[config.mk]
export PLATFORM = sky130hd
export DESIGN_NAME = nt_resp_compactor
export DESIGN_NICKNAME = d
export VERILOG_FILES = /design/src/rtl/nt_resp_pkg.sv /design/src/rtl/nt_misr_step.sv /design/src/rtl/nt_resp_compactor.sv
export SDC_FILE = /design/constraint.sdc
export NUM_CORES = 1
export LEC_CHECK = 0
export ABC_AREA = 1
export CAP_MARGIN = 15
export CORE_ASPECT_RATIO = 1.25
export CORE_MARGIN = 2
export CORE_UTILIZATION = 35
export CTS_BUF_LIST = sky130_fd_sc_hd__clkbuf_4 sky130_fd_sc_hd__clkbuf_8 sky130_fd_sc_hd__clkbuf_16
export DETAILED_ROUTE_END_ITERATION = 12
export DONT_BUFFER_PORTS = 1
export GPL_ROUTABILITY_DRIVEN = 1
export PLACE_DENSITY = 0.54
export REMOVE_ABC_BUFFERS = 1
export SLEW_MARGIN = 10
export SYNTH_ARGS = -nofsm -noshare
export SYNTH_HDL_FRONTEND = slang
export SYNTH_HIERARCHICAL = 1
export SYNTH_SLANG_ARGS = --single-unit
[constraint.sdc]
create_clock -name I1470_clk -period 2.06 [get_ports I1470_clk]
set_input_delay 0.412 -clock I1470_clk [delete_from_list [all_inputs] [get_ports I1470_clk]]
set_output_delay 0.412 -clock I1470_clk [all_outputs]
set_load 0.02 [all_outputs]
[src/rtl/nt_resp_pkg.sv]
// Shared defaults and FSM state encoding for the Nt-node response compactor.
package nt_resp_pkg;

    localparam int unsigned SIG_W_DEF = 16;
    localparam logic [15:0] POLY_DEF  = 16'h1021;
    localparam int unsigned CNT_W_DEF = 9;

    typedef enum logic [1:0] {
        IDLE = 2'd0,
        RUN  = 2'd1,
        DONE = 2'd2
    } state_t;

endpackage

[src/rtl/nt_misr_step.sv]
// One serial-input MISR step: shift left, fold the MSB through POLY, inject resp_in at bit 0.
module nt_misr_step #(
    parameter int unsigned     SIG_W = 16,
    parameter logic [SIG_W-1:0] POLY = 16'h1021
) (
    input  logic [SIG_W-1:0] sig,
    input  logic             resp_in,
    output logic [SIG_W-1:0] sig_next
);

    always_comb begin
        sig_next = {sig[SIG_W-2:0], 1'b0}
                 ^ (sig[SIG_W-1] ? POLY : '0)
                 ^ {{(SIG_W-1){1'b0}}, resp_in};
    end

endmodule

[src/rtl/nt_resp_compactor.sv]
// Compacts a windowed stream of single-bit node responses into a MISR signature
// and compares it against a golden value at the end of each window.
module nt_resp_compactor
    import nt_resp_pkg::*;
#(
    parameter int unsigned      SIG_W = SIG_W_DEF,
    parameter logic [SIG_W-1:0] POLY  = SIG_W'(POLY_DEF),
    parameter int unsigned      CNT_W = CNT_W_DEF
) (
    input  logic             I1470_clk,
    input  logic             I1477_rst,
    input  logic             start,
    input  logic [7:0]       win_len,
    input  logic [SIG_W-1:0] golden_sig,
    input  logic             resp_in,
    input  logic             resp_valid,
    output logic [SIG_W-1:0] sig,
    output logic             busy,
    output logic             done,
    output logic             mismatch,
    output logic             alarm
);

    state_t             state_q, state_d;
    logic [SIG_W-1:0]   sig_d;
    logic [SIG_W-1:0]   sig_step;
    logic [CNT_W-1:0]   cnt_q, cnt_d;
    logic [CNT_W-1:0]   target;
    logic [7:0]         wl_q, wl_d;
    logic [SIG_W-1:0]   gold_q, gold_d;
    logic               mismatch_d;
    logic               alarm_d;

    nt_misr_step #(
        .SIG_W (SIG_W),
        .POLY  (POLY)
    ) u_misr_step (
        .sig      (sig),
        .resp_in  (resp_in),
        .sig_next (sig_step)
    );

    // A latched length of zero selects the full 256-sample window.
    assign target = (wl_q == 8'd0) ? CNT_W'(256) : CNT_W'(wl_q);

    always_ff @(posedge I1470_clk) begin
        if (I1477_rst) begin
            state_q <= IDLE;
        end else begin
            state_q <= state_d;
        end
    end

    // Next-state and datapath update.
    always_comb begin
        state_d    = state_q;
        sig_d      = sig;
        cnt_d      = cnt_q;
        wl_d       = wl_q;
        gold_d     = gold_q;
        mismatch_d = mismatch;
        alarm_d    = alarm;

        case (state_q)
            IDLE, DONE: begin
                if (state_q == DONE) begin
                    state_d = IDLE;
                end
                if (start) begin
                    state_d    = RUN;
                    wl_d       = win_len;
                    gold_d     = golden_sig;
                    sig_d      = '0;
                    cnt_d      = '0;
                    mismatch_d = 1'b0;
                end
            end
            RUN: begin
                if (resp_valid) begin
                    sig_d = sig_step;
                    cnt_d = cnt_q + CNT_W'(1);
                    if (cnt_d == target) begin
                        state_d    = DONE;
                        mismatch_d = (sig_step != gold_q);
                        alarm_d    = alarm | mismatch_d;
                    end
                end
            end
            default: begin
                state_d = IDLE;
            end
        endcase
    end

    always_ff @(posedge I1470_clk) begin
        if (I1477_rst) begin
            sig      <= '0;
            cnt_q    <= '0;
            wl_q     <= '0;
            gold_q   <= '0;
            mismatch <= 1'b0;
            alarm    <= 1'b0;
            busy     <= 1'b0;
            done     <= 1'b0;
        end else begin
            sig      <= sig_d;
            cnt_q    <= cnt_d;
            wl_q     <= wl_d;
            gold_q   <= gold_d;
            mismatch <= mismatch_d;
            alarm    <= alarm_d;
            busy     <= (state_d == RUN);
            done     <= (state_d == DONE);
        end
    end

endmodule

== Word level (Yosys, flattened, before mapping) ==
Cells that the tools add are included.
Storage, ports and cells
  register bits: 55
  input port bits: 29
  output and inout port bits: 20
  logic and storage cells: 47
Operators by class
  $add $sub $neg: 1
  equal/unequal tests: 9
  multiplexer cells: 17
  bitwise operators: 3
  reductions and logical operators: 8
Operator list (number)
  $mux W16: 2
  $pmux W16 S2: 1
  $mux W9: 3
  $pmux W9 S2: 1
  $ne A16 B16 Y1: 1
  $xor A16 B1 Y16: 1
  $xor A16 B16 Y16: 1
  $mux W13: 1
  $add A9 B1 Y9 const B: 1
  $eq A9 B9 Y1: 1
  $logic_not A8 Y1: 1
  $mux W2: 4
  $ne A2 B2 Y1 const B: 3
  $reduce_and A3 Y1: 2
  $eq A2 B1 Y1 const B: 2
  $eq A2 B2 Y1 const B: 2
  $pmux W2 S2: 1
  $reduce_and A4 Y1: 1
  $mux W1: 3
  $logic_not A2 Y1: 1
  $pmux W1 S2: 1
  $reduce_and A2 Y1: 1
  $reduce_bool A2 Y1: 1
  $reduce_or A2 Y1: 1
  $or A1 B1 Y1: 1

== Logic depth before layout (Yosys ltp) ==
Gate-level depths: netlist of the first run.
  depth after elaboration: 7
  mapped depth: 14
  gate-level depth less buffers: 14

== Modules after synthesis ==
The synthesis of the first run kept the hierarchy.
By module, submodules not included
  nt_resp_compactor: instances 1, cells each 359, area an instance 2544.9 sq um, sequential area each 1101.1 sq um
  nt_misr_step: instances 1, cells each 26, area an instance 146.4 sq um, sequential area each 0.0 sq um

== Worst setup path before layout of the first run ==
No wires, ideal clock.
  kind: reg2reg
  from: register cnt_q[0]
  to: register mismatch
  library setup time: 0.115 ns
  data arrival time: 1.573 ns
  required time: 1.945 ns
  path slack: 0.372 ns
  cell stages (with the launch flop): 14
  buffers on the path: 0
  period minus slack after synthesis: 1.688 ns
  cells stage by stage: dfxtp_1 ha_1 nand2_4 nor2_8 nand2_2 nand2_2 and2_4 nor2_2 nor2_2 nand3_1 nand2_1 nand3_1 nand2_1 nor2_1
Between the ends
  longest elaborated chain between the ends: 4
RTL lines
  start, declared: RTL line nt_resp_compactor.sv:27  | logic [CNT_W-1:0] cnt_q, cnt_d;
  start signal, assigned: RTL line nt_resp_compactor.sv:107  | cnt_q <= cnt_d;
  $add A9 B1 Y9: RTL line nt_resp_compactor.sv:81  | cnt_d = cnt_q + CNT_W'(1);
  $eq A9 B9 Y1: RTL line nt_resp_compactor.sv:82  | if (cnt_d == target) begin
  $ne A2 B2 Y1 (no source line)
  $reduce_and A4 Y1 (no source line)
  end signal, assigned: RTL line nt_resp_compactor.sv:110  | mismatch <= mismatch_d;
  end, declared: RTL line nt_resp_compactor.sv:20  | output logic mismatch,
Every way passes these cells.
A chain may end at the register's enable or synchronous reset.

== Final worst setup path of the first run ==
  from: register cnt_q[1]
  to: register mismatch
Same word-level chain as after synthesis.

==> flow_summary.toml, run 1 <==
[run_status]
status = "completed"

[yosys]
synth.most_common_cell = "nand2_1"
synth_area_leaders = "dfxtp_1 41%, nand2_1 13%, a21oi_1 8.4%"
synth_enable_flop_cells = 0
syn_avg_cell_area_um2 = 6.99
synth_ff_type = "dfxtp_1"
yosys_warnings = 6
netlist_area_mm2 = 0.00269
synthArstFlopShare_pct = 0
yosysTopAreaCell = "dfxtp_1"
yosysUniqueCellTypes = 29
synth_commonest_cells = "91 x nand2_1, 55 x dfxtp_1, 45 x a21oi_1"
synth_top_area_share_pct = 40.9
ys_seq_elements = 55
yosysSeqAreaShare_pct = 40.9
synth_cells = 385

[clock_network]
clkSinkCount = 55
htree_levels = 2
clock-root-buffer = "clkbuf_8"
cts.repair.resized = 0
cts.clk_slew.worst_paths_ps = 110
numCtsBuffers = 5
worstSkewPairLatency_ps = 310
post_cts_buffers = 0
cts_tree = "done"
cts_hold_buf = 0
ctsLongestPathBuffers = 2

[place]
placedCellCount = 465
gp_congestion = 0.761
pre_cts_slack_ps = 265
port_buffers = 0
dpl.hpwl_mm = 4.41

[power_and_ir_drop]
p_per_area_mw_per_mm2 = 783
p_int_uw = 1630
p_leak_uw = 0.00117
switching_power_uw = 637
comb_power_share_pct = 15.2
power_frac_clock_pct = 32.9
power_frac_seq_pct = 51.9
swShare_pct = 28.2
finalPower_uw = 2260
vdd_drop_max_v = 0.000562

[global_route]
grt_pass1_vias = 2303
grtUsageMet3_pct = 4.59
grt-busiest-layer = "met2"
grt_pass1_wl_mm = 10.6
grt-ovfl-total = 0
antenna_found_initial = 0
grt_max_degree = 42
globalRouteMet2Util_pct = 28.5
track_usage_pct = 16.1
met1_usage_pct = 19.4

[route]
wire_per_inst_um = 13.0
routed_via_density = 4.82
vias = 2281
drc = 0
drt_first_pass_iters = 4
drt-initial-drc-count = 61
ant_nets = 0
drt_wl_total_mm = 6.15

[die]
die_w_um = 82.4
core_area_mm2 = 0.00740
ioPinCount = 49
fp.dieArea_mm2 = 0.00841
fp.dieH_um = 102
initial_core_util_pct = 36.4
std_cell_rows = 35

[setup_path]
crit_chain = "ha_1 -> nand2_4 -> nor2_8 -> nand3_2 -> nand3_1 -> nand2_1 -> inv_1 -> nand2_1 -> nor2_4 -> nand3_1 -> nand2_1 -> nand3_1 -> nand2_1 -> nor2_1"
cp-end-kind = "flop"
critical_path_class = "reg2reg"
cp_common_cell = "nand2_1"
cp.depth = 14
worstPathRequired_ps = 2270
slowest_stage = "dfxtp_1"
cp_num_buf_inv = 1
rr_worst_depth = 14
start_kind = "flop"
crit_path_max_incr_delay_ps = 390
path_delay_family = "simple AND/OR/NAND/NOR gates"
crit_fanout = 5
arrival_ps = 2000

[timing]
worst_slack_ps = 272
period_share_pct = 86.8
finalMaxSlewViolations = 0
clock_skew_ps = 6.50
final_hold_viol_count = 0
fmax_ghz = 0.559
hold-worst-slack_ps = 154
rsz0062_at_grt = "no"
finalSetupViolations = 0
fin_crit_ps = 1790
worst_pin_slew_ps = 453
finalSetupTns_ps = 0
slew_headroom_pct = 69.8

[worst_hold_path]
min-delay-path-class = "in2reg"
hold_depth = 1

[finish]
multiInputGateArea_mm2 = 0.00130
area_growth_syn_to_layout_pct = 7.39
num_antenna_cells = 0
nFillCells = 793
fin_nets = 410
seq_area_mm2 = 0.00110
drive_gt1_share_pct = 11.8
layout.cells.non_filler = 473

[flow_run]
maxCapViolCount = 0
==> power by group through the flow <==
stage | Combinational [µW] | Clock, µW | Sequential [µW]
3_3_place_gp | 346 | 0 | 1200
4_1_cts | 353 | 768 | 1170
5_1_grt | 400 | 802 | 1180
3_5_place_dp | 351 | 0 | 1200
6_report | 344 | 745 | 1170
2_1_floorplan | 241 | 0 | 1190
==> worst reg2reg max path, cell delays in order, from the launching register on <==
cell,delay (ps)
dfxtp_1,390
ha_1,270
nand2_4,100
nor2_8,140
nand3_2,80
nand3_1,90
nand2_1,50
inv_1,50
nand2_1,90
nor2_4,110
nand3_1,70
nand2_1,80
nand3_1,60
nand2_1,70
nor2_1,30
==> stage by stage <==
step                      util, %  instance area [µm²]
after floorplan                 -                 2540
after global placement       37.5                 2770
after detailed placement     37.5                 2770
after CTS                    39.1                 2890
after global routing         39.1                 2890
final                        39.1                 2890
==> cell type report <==
type	instances	area share, %
repair buffers	14	4.07
well taps	92	3.98
flip-flops and latches	55	38.1
clock buffers	5	2.38
inverters	38	4.94
clock inverters	3	1.65
multi-input cells	266	44.9
==> cells by family after synthesis <==
group                      after synthesis  share of synthesized area (%)
xor gates and xnor gates                 9                           2.93
and+or+nand+nor                        181                           30.7
AOI/OAI and AO/OA                       75                           14.1
adders and majority gates                1                          0.465
DFF                                     55                           40.9
buffers and inverters                   64                           10.9
==> state kept, by name, indices dropped and copies added (netlist names) <==
signal	cells
done	1
gold_q	16
mismatch	1
wl_q	8
sig	16
cnt_q	9
state_q	2
busy	1
alarm	1
==> placed cells by master, fill, tap and decap left out <==
master / instances
nor3_1: 3
o21a_1: 1
clkbuf_8: 5
nand2_1: 91
xor2_1: 4
clkinv_4: 1
nor2_1: 33
ha_1: 1
o21ai_1: 1
nand3_1: 26
buf_12: 1
a21oi_1: 45
inv_2: 1
nor2_2: 2
clkinv_1: 1
nor2_8: 1
inv_1: 36
buf_4: 13
o21ai_0: 27
nand4_1: 4
nand3_2: 3
and2_4: 1
nand2_2: 4
nor2_4: 1
nand3b_1: 2
or2_2: 9
xnor2_1: 5
inv_6: 1
dfxtp_1: 55
o21bai_1: 1
nand2_4: 1
bufinv_16: 1
==> per-layer routing <==
metal	vias up	routed length, µm
li1	1211	-
met4	0	18
met1	1027	2700
met3	2	331
met5	-	0
met2	41	3100
==> worst paths after layout <==
| check | endpoint | slack (ps) | start |
|---|---|---|---|
| worst max-delay path | mismatch | 270 | cnt_q[1] |
| worst min-delay path | sig[2] | 150 | I1477_rst |
| worst max register to register | mismatch | 270 | cnt_q[1] |
| worst min register to register | gold_q[3] | 460 | gold_q[3] |
Note: power is estimated with default switching activity, not from simulation.
==> run 2, diff against run 1 <==
--- a/config.mk
+++ b/config.mk
@@ -5,7 +5,6 @@
 export SDC_FILE = /design/constraint.sdc
 export NUM_CORES = 1
 export LEC_CHECK = 0
-export ABC_AREA = 1
 export CAP_MARGIN = 15
 export CORE_ASPECT_RATIO = 1.25
 export CORE_MARGIN = 2
==> run 2 against run 1 <==
Effect of this change:
- die area fell by 2.4%
- highest routed layer unchanged
- critical path type unchanged
- synthesized cell count fell by 14%
- clock power fell by 20%
- setup slack got worse by 140 ps
- first-iteration DRC count rose by 46%
- critical path depth fell by 7
- hold slack barely moved
- power fell by 14%
- critical endpoint unchanged
==> flow_summary.toml, run 2 <==
[finish]
mostFrequentLayoutCells = "78 x nand2_1, 53 x dfxtp_1, 48 x a21oi_1"
fin_nets = 359
final_area_mm2 = 0.00285
reg.largest.list = "gold_q (16), sig (16), cnt_q (9)"
layout_commonest_cell = "nand2_1"
num_antenna_cells = 0
area_growth_syn_to_layout_pct = 8.49
layout.cells.non_filler = 422
drive_gt1_share_pct = 13.6

[setup_path]
start_kind = "flop"
reg2reg_slack_ps = 130
cp-end-kind = "flop"
crit_fanout = 8
critical_path_class = "reg2reg"
r2r_end = "mismatch"
rr_worst_depth = 7
worstPathRequired_ps = 2260
r2r-start = "cnt_q[1]"
arrival_ps = 2130

[route]
ant_nets = 0
wire_per_inst_um = 14.3
drc = 0
drt-initial-drc-count = 89
vias = 2187
routed_via_density = 5.18
drt_wl_total_mm = 6.04
drt_first_pass_iters = 4

[power_and_ir_drop]
power_frac_clock_pct = 30.5
vdd_drop_max_v = 0.000449
p_per_area_mw_per_mm2 = 686
p_int_uw = 1430
finalPower_uw = 1950
comb_power_share_pct = 11.5
switching_power_uw = 521
swShare_pct = 26.7
power_frac_seq_pct = 58.0
p_leak_uw = 0.00100

[yosys]
yosys_warnings = 6
syn_avg_cell_area_um2 = 7.88
synth.most_common_cell = "nand2_1"
synth_ff_type = "dfxtp_1"
ys_seq_elements = 55
netlist_area_mm2 = 0.00262
synth_cells = 333
synthArstFlopShare_pct = 0
synth_top_area_share_pct = 42.0
synth_commonest_cells = "78 x nand2_1, 55 x dfxtp_1, 48 x a21oi_1"
yosysTopAreaCell = "dfxtp_1"
yosysSeqAreaShare_pct = 42.0
synth_enable_flop_cells = 0
synth_area_leaders = "dfxtp_1 42%, nand2_1 11%, a21oi_1 9.2%"
yosysUniqueCellTypes = 40

[timing]
slew_headroom_pct = 69.5
clock_skew_ps = 6.50
rsz0062_at_grt = "no"
fin_crit_ps = 1930
finalSetupTns_ps = 0
final_hold_viol_count = 0
fmax_ghz = 0.519
worst_pin_slew_ps = 457
finalSetupViolations = 0
period_share_pct = 93.5
finalMaxSlewViolations = 0

[die]
core_area_mm2 = 0.00731
die_w_um = 81.4
ioPinCount = 49
std_cell_rows = 35
fp.dieArea_mm2 = 0.00821
fp.dieH_um = 101
initial_core_util_pct = 35.9

[clock_network]
clock-root-buffer = "clkbuf_8"
cts_tree = "done"
worstSkewPairLatency_ps = 310
clkSinkCount = 55
htree_levels = 2
cts.clk_slew.worst_paths_ps = 100
ctsLongestPathBuffers = 2
post_cts_buffers = 0
numCtsBuffers = 5

[global_route]
grt_pass1_wl_mm = 9.84
grt_pass1_vias = 2124
track_usage_pct = 15.1
antenna_found_initial = 0
grt-ovfl-total = 0
grt_max_degree = 57

[place]
port_buffers = 0
placedCellCount = 414
dpl.hpwl_mm = 4.27
place_area_mm2 = 0.00274
gp_congestion = 0.907

[worst_hold_path]
min-delay-start = "I1477_rst"
hold_depth = 1
min-delay-path-class = "in2reg"
min_to = "gold_q[13]"

[flow_run]
maxCapViolCount = 0

[run_status]
status = "completed"
[run 2: cell count changes in the layout (fill, tap and decap cells not counted), moves of 3 or more]
cell      change
nand2_1      -13
nand2_2       -4
nor2_1       -20
xnor2_1      +17
a21oi_1       +3
or2_2         -9
o21ai_0      -21
nor4_1        +4
inv_1        -35
nand3_1       -4
nand2b_1      +3
buf_4        +13
[run 2: power groups by stage]
stage	clock network, µW	logic (µW)	registers [µW]
6_report	595	225	1130
5_1_grt	650	253	1140
4_1_cts	620	227	1130
3_5_place_dp	0	226	1160
3_3_place_gp	0	225	1160
2_1_floorplan	0	156	1150
[run 2: repair_timing]
action / in CTS / in global routing
hold buffers: 0 / 0
resized for setup: 0 / 5
setup endpoints to repair: 0 / 3
[run 2: logic make-up after synthesis]
kind of cell | after synthesis | share of synthesized area [%]
DFF | 55 | 42.0
AOI/OAI and AO/OA | 66 | 13.9
buffers and inverters | 38 | 7.59
and+or+nand+nor | 143 | 25.2
adders and majority gates | 1 | 0.477
muxes | 1 | 0.572
xor gates and xnor gates | 29 | 10.3
[run 2: critical path, cell delays in order (launching register included)]
cell and delay (ps):
dfxtp_1 360, ha_2 210, buf_4 160, and4_4 240, xor3_1 300, nor3b_4 170, nand3_2 100, mux2_4 300
[run 2: area by class of cell]
cell class | count | area, µm²
clock inverter | 3 | 20.0
timing repair buffer | 26 | 195
tap | 92 | 115
clock buffer | 5 | 68.8
sequential | 55 | 1100
inverter | 1 | 3.75
fill | 778 | 4470
multi-input combinational | 240 | 1340
[run 2: metrics by stage]
step	hold slack (ps)	util, %	worst slack, ps
floorplan	443	-	-53.8
global placement	450	37.5	114
detailed placement	455	37.5	84.6
CTS	144	38.7	61.7
global route	140	38.9	19.8
finish	154	38.9	134
[run 2: how the worst max path moves through the flow]
stage              from  endpoint  slack, ps  depth (start not counted)
4_1_cts        cnt_q[0]  mismatch         60                          7
2_1_floorplan  cnt_q[0]  mismatch        -50                          7
6_report       cnt_q[1]  mismatch        130                          7
3_5_place_dp   cnt_q[0]  mismatch         80                          7
3_3_place_gp   cnt_q[0]  mismatch        110                          7
5_1_grt        cnt_q[0]  mismatch         20                          7
[run 2: metal layers]
metal / up-vias / share of wire, % / track usage, % / routed length, µm
li1: 1101 / - / - / -
met1: 1024 / 41 / 17.5 / 2500
met2: 51 / 50 / 25.9 / 3010
met3: 11 / 6.7 / 5.20 / 402
met4: 0 / 2.0 / 4.95 / 122
met5: - / 0 / 0 / 0
==> run 3, diff against run 2 <==
--- a/config.mk
+++ b/config.mk
@@ -13,6 +13,8 @@
 export DETAILED_ROUTE_END_ITERATION = 12
 export DONT_BUFFER_PORTS = 1
 export GPL_ROUTABILITY_DRIVEN = 1
+export GPL_TIMING_DRIVEN = 0
+export MAX_ROUTING_LAYER = met4
 export PLACE_DENSITY = 0.54
 export REMOVE_ABC_BUFFERS = 1
 export SLEW_MARGIN = 10
==> run 3 against run 2 <==
Effect of this change:
- hold slack gained 9.9 ps
- maximum frequency shrank 3.1%
- combinational power grew 2%
- non-clock buffer count shrank 21
- clock power grew 2%
- clock-buffer cell count grew 2
- critical endpoint unchanged
- global-route usage grew 0.39 points
==> flow_summary.toml, run 3 (synthesis gave the netlist of run 2 again) <==
[run_status]
status = "completed"

[global_route]
grt_max_degree = 57
grt_pass1_vias = 1972
grt-ovfl-total = 0
antenna_found_initial = 0
grt_pass1_wl_mm = 9.72
track_usage_pct = 15.5

[clock_network]
clkSinkCount = 55
cts_tree = "done"
ctsLongestPathBuffers = 2
cts.clk_slew.worst_paths_ps = 100
htree_levels = 2
clock-root-buffer = "clkbuf_8"
cts_hold_buf = 0
worstSkewPairLatency_ps = 300
numCtsBuffers = 5

[timing]
clock_skew_ps = 7.77
hold-worst-slack_ps = 164
slew_headroom_pct = 60.4
fmax_ghz = 0.503
rsz0062_at_grt = "no"
final_hold_viol_count = 0
finalMaxSlewViolations = 0
period_share_pct = 96.5
fin_crit_ps = 1990
worst_pin_slew_ps = 591
finalSetupViolations = 0

[route]
ant_nets = 0
wire_per_inst_um = 15.2
routed_via_density = 5.32
vias = 2132
drt_wl_total_mm = 6.08
drc = 0
drt-initial-drc-count = 139
drt_first_pass_iters = 4

[setup_path]
crit_fanout = 5
rr_worst_depth = 7
crit_path_max_incr_delay_ps = 380
slowest_stage = "dfxtp_4"
critical_path_class = "reg2reg"
path_delay_family = "simple AND/OR/NAND/NOR gates"
cp_common_cell = "nand3_2"
reg2reg_slack_ps = 70
start_kind = "flop"
crit_chain = "ha_4 -> xor2_1 -> a311oi_2 -> nand3_2 -> nor3b_4 -> nand3_2 -> mux2_4"
arrival_ps = 2190
cp-end-kind = "flop"
worstPathRequired_ps = 2260
cp_num_buf_inv = 0
cp.depth = 7

[finish]
layout_commonest_cell = "nand2_1"
reg.largest.list = "gold_q (16), sig (16), cnt_q (9)"
nFillCells = 759
area_growth_syn_to_layout_pct = 5.53
mostFrequentLayoutCells = "77 x nand2_1, 48 x a21oi_1, 48 x dfxtp_1"
drive_gt1_share_pct = 11.7
num_antenna_cells = 0
fin_nets = 338

[die]
fp.dieArea_mm2 = 0.00821
fp.dieH_um = 101
std_cell_rows = 35
die_w_um = 81.4
core_area_mm2 = 0.00731
ioPinCount = 49
initial_core_util_pct = 35.9

[place]
port_buffers = 0
dpl.hpwl_mm = 4.11
gp_congestion = 0.766

[worst_hold_path]
min-delay-path-class = "in2reg"
hold_depth = 1

[power_and_ir_drop]
p_leak_uw = 0.000923
p_per_area_mw_per_mm2 = 709
finalPower_uw = 1960
vdd_drop_max_v = 0.000383

[flow_run]
maxCapViolCount = 0
==> run 3: repair_timing <==
action	CTS	global route
pin swaps	5	4
endpoints found under the hold margin	0	0
resized for setup	15	9
buffers inserted	0	3
setup endpoints to repair	12	2
==> run 3: where the power goes <==
| part | switching [µW] | leakage [µW] | internal [µW] | total, µW |
|---|---|---|---|---|
| registers | 33.6 | 0.000452 | 1090 | 1130 |
| logic | 137 | 0.000422 | 91.9 | 229 |
| clock network | 339 | 0.0000491 | 266 | 606 |
==> run 3: final timing paths <==
path,from,end
hold reg to reg,gold_q[0],gold_q[0]
setup reg to reg,cnt_q[1],mismatch
hold / removal,I1477_rst,gold_q[13]
setup / recovery,cnt_q[1],mismatch
==> run 3: final cells by class <==
class                   count  area (µm²)  share of cell area, %
clock buffers               7        83.8                   3.03
clock inverters             1        5.00                  0.181
inverters                   1        3.75                  0.136
multi-input cells         240        1380                   49.9
flip-flops and latches     55        1120                   40.6
well taps                  92         115                   4.16
repair buffers              5        57.6                   2.08
==> run 3: stage by stage <==
stage	instances	util, %	setup slack [ps]	setup TNS [ps]	instance area [µm²]
after floorplan	296	-	-53.8	-53.8	2430
after global placement	388	34.8	-596	-13660	2540
after detailed placement	390	35.3	-449	-1970	2580
after CTS	398	37.1	13.0	0	2720
after global routing	401	37.8	5.70	0	2770
final	401	37.8	72.5	0	2770
==> run 3: metal layers <==
| layer | routed length, µm | part of all wire [%] | global-route usage [%] |
|---|---|---|---|
| met4 | 39 | 0.64 | 3.91 |
| met2 | 3140 | 52 | 26.1 |
| met1 | 2520 | 41 | 18.1 |
| met5 | 0 | 0 | - |
| met3 | 384 | 6.3 | 4.30 |
==> RTL change, RTL diff (flow settings as in run 2) <==
`CNT_W_DEF`: 9 -> 18.
--- a/src/rtl/nt_resp_pkg.sv
+++ b/src/rtl/nt_resp_pkg.sv
@@ -3,7 +3,7 @@
 
     localparam int unsigned SIG_W_DEF = 16;
     localparam logic [15:0] POLY_DEF  = 16'h1021;
-    localparam int unsigned CNT_W_DEF = 9;
+    localparam int unsigned CNT_W_DEF = 18;
 
     typedef enum logic [1:0] {
         IDLE = 2'd0,
Formal check against the unedited RTL: same outputs for any inputs over 10 cycles, from zero or initial values and one cycle with I1477_rst high; that may be too few to reach the edited logic, so the function may still have changed.
==> RTL change against run 2 <==
  * Via count grew 38%
  * First-iteration DRC count grew 49%
  * Worst setup slack lost 0.12 ns
  * Core utilization grew 6.1 points
  * Critical path depth grew 1
  * Power grew 66%
  * Global-route usage grew 3.0 points
  * Wire length grew 46%
  * Sequential cell count grew 9
  * Area after synthesis grew 23%
  * Design area grew 44%
  * Largest power group is now clock
==> RTL change: results (changes against run 2) <==
Leak: 1.64 nW (+64%)
post-synthesis cell count: 413 (+24%)
Worst-Skew Late Latency: 0.33 ns (+0.02 ns)
hpwl dp: 5890 µm (+38%)
Yosys cell types: 52 (+30%)
total track usage: 18.1% (+3.0 points)
vias in the first global route: 3032 (+43%)
drt wl/cell: 15.4 µm (+7.7%)
Iteration-0 DRC Markers: 133 (+49%)
Reg2Reg Depth: 8 (+1)
P_sw: 776 µW (+49%)
largest cells by area after synthesis: dfxtp_1 40%, nand2_1 9.0%, a21oi_1 8.7%
r2r setup slk: 0.02 ns (-0.12 ns)
Layout Cells excl Fill: 574 (+36%)
vias per cell: 5.27 (+1.7%)
root buffer cell: clkbuf_16
VDD IR max: 0.435 mV (-3.1%)
Seq/Total Area, Yosys: 39.6% (-2.4 points)
status: finished clean
DP Worst Slack: -0.127 ns (-0.211 ns)
first drt pass iteration count: 5 (+1)
largest net degree at the start of global routing: 64 (+12%)
H-tree level count: 3 (+1)
max_slew headroom: 58.2% (-11 points)
final worst slack: 0.0158 ns (-0.118 ns)
first-pass GRT wire length: 14700 µm (+50%)
layout cells sized above 1: 24.6% (+11 points)
routability cong.: 0.883 (-2.6%)
Num CTS Buffers: 9 (+4)
# placed instances: 556 (+34%)
Final Skew: 0.00710 ns (+0.000600 ns)
Worst EP arrival: 2.26 ns (+0.13 ns)
cell area after placement: 3640 µm² (+33%)
Post-synth top cells: 78 x nand2_1, 64 x dfxtp_1, 56 x a21oi_1
Critical Path Start: wl_q[6]
[RTL change: worst min path at each step]
stage	end	slack [ns]	cells past startpoint
floorplan	gold_q[0]	0.44	2
global placement	gold_q[1]	0.45	2
detailed placement	gold_q[5]	0.45	2
CTS	cnt_q[3]	0.13	1
global route	cnt_q[3]	0.13	1
finish	gold_q[8]	0.14	1
[RTL change: timing repair]
| item | in CTS | in global routing |
|---|---|---|
| resized for setup | 25 | 5 |
| hold buffers | 0 | 0 |
| buffers inserted | 2 | 0 |
| gates cloned | 0 | 0 |
| setup endpoints to repair | 4 | 6 |
| pin swaps | 12 | 3 |
[RTL change: cell type report]
class / instances / area [µm²]
fillers: 946 / 4990
multi-input cells: 303 / 1810
flip-flops and latches: 64 / 1300
repair buffers: 63 / 473
clock buffers: 10 / 233
well taps: 123 / 154
clock inverters: 6 / 92.6
inverters: 5 / 18.8
[RTL change: worst max-delay path: cells and delay by family, from the launching register on]
| family | cells | cell delay [ns] |
|---|---|---|
| compound gates | 2 | 0.27 |
| buf+inv | 1 | 0.19 |
| flops | 1 | 0.36 |
| mux | 1 | 0.30 |
| simple gates | 4 | 0.80 |
[RTL change: logic make-up after synthesis]
group	Yosys count	synth area share, %
AO/OA/AOI/OAI	95	16.9
buffers and inverters	46	7.15
AND/OR/NAND/NOR	174	26.8
multiplexers	2	0.773
flip-flops	64	39.6
adder cells (fa/ha/maj)	1	0.387
XOR/XNOR	31	8.39
[RTL change: power by group through the flow]
stage	clock [mW]	sequential, mW	combinational, mW
after global placement	0	1.33	0.278
after CTS	1.69	1.30	0.287
after floorplan	0	1.33	0.171
final	1.65	1.30	0.287
after global routing	1.75	1.30	0.320
after detailed placement	0	1.33	0.280
[RTL change: metal layers]
metal  vias up  GRT usage [%]  wire length, µm
met5         -              0                0
met4         0           9.03              235
met3        19           4.87              477
met2        75           31.7             4500
met1      1434           20.2             3640
li1       1498              -                -
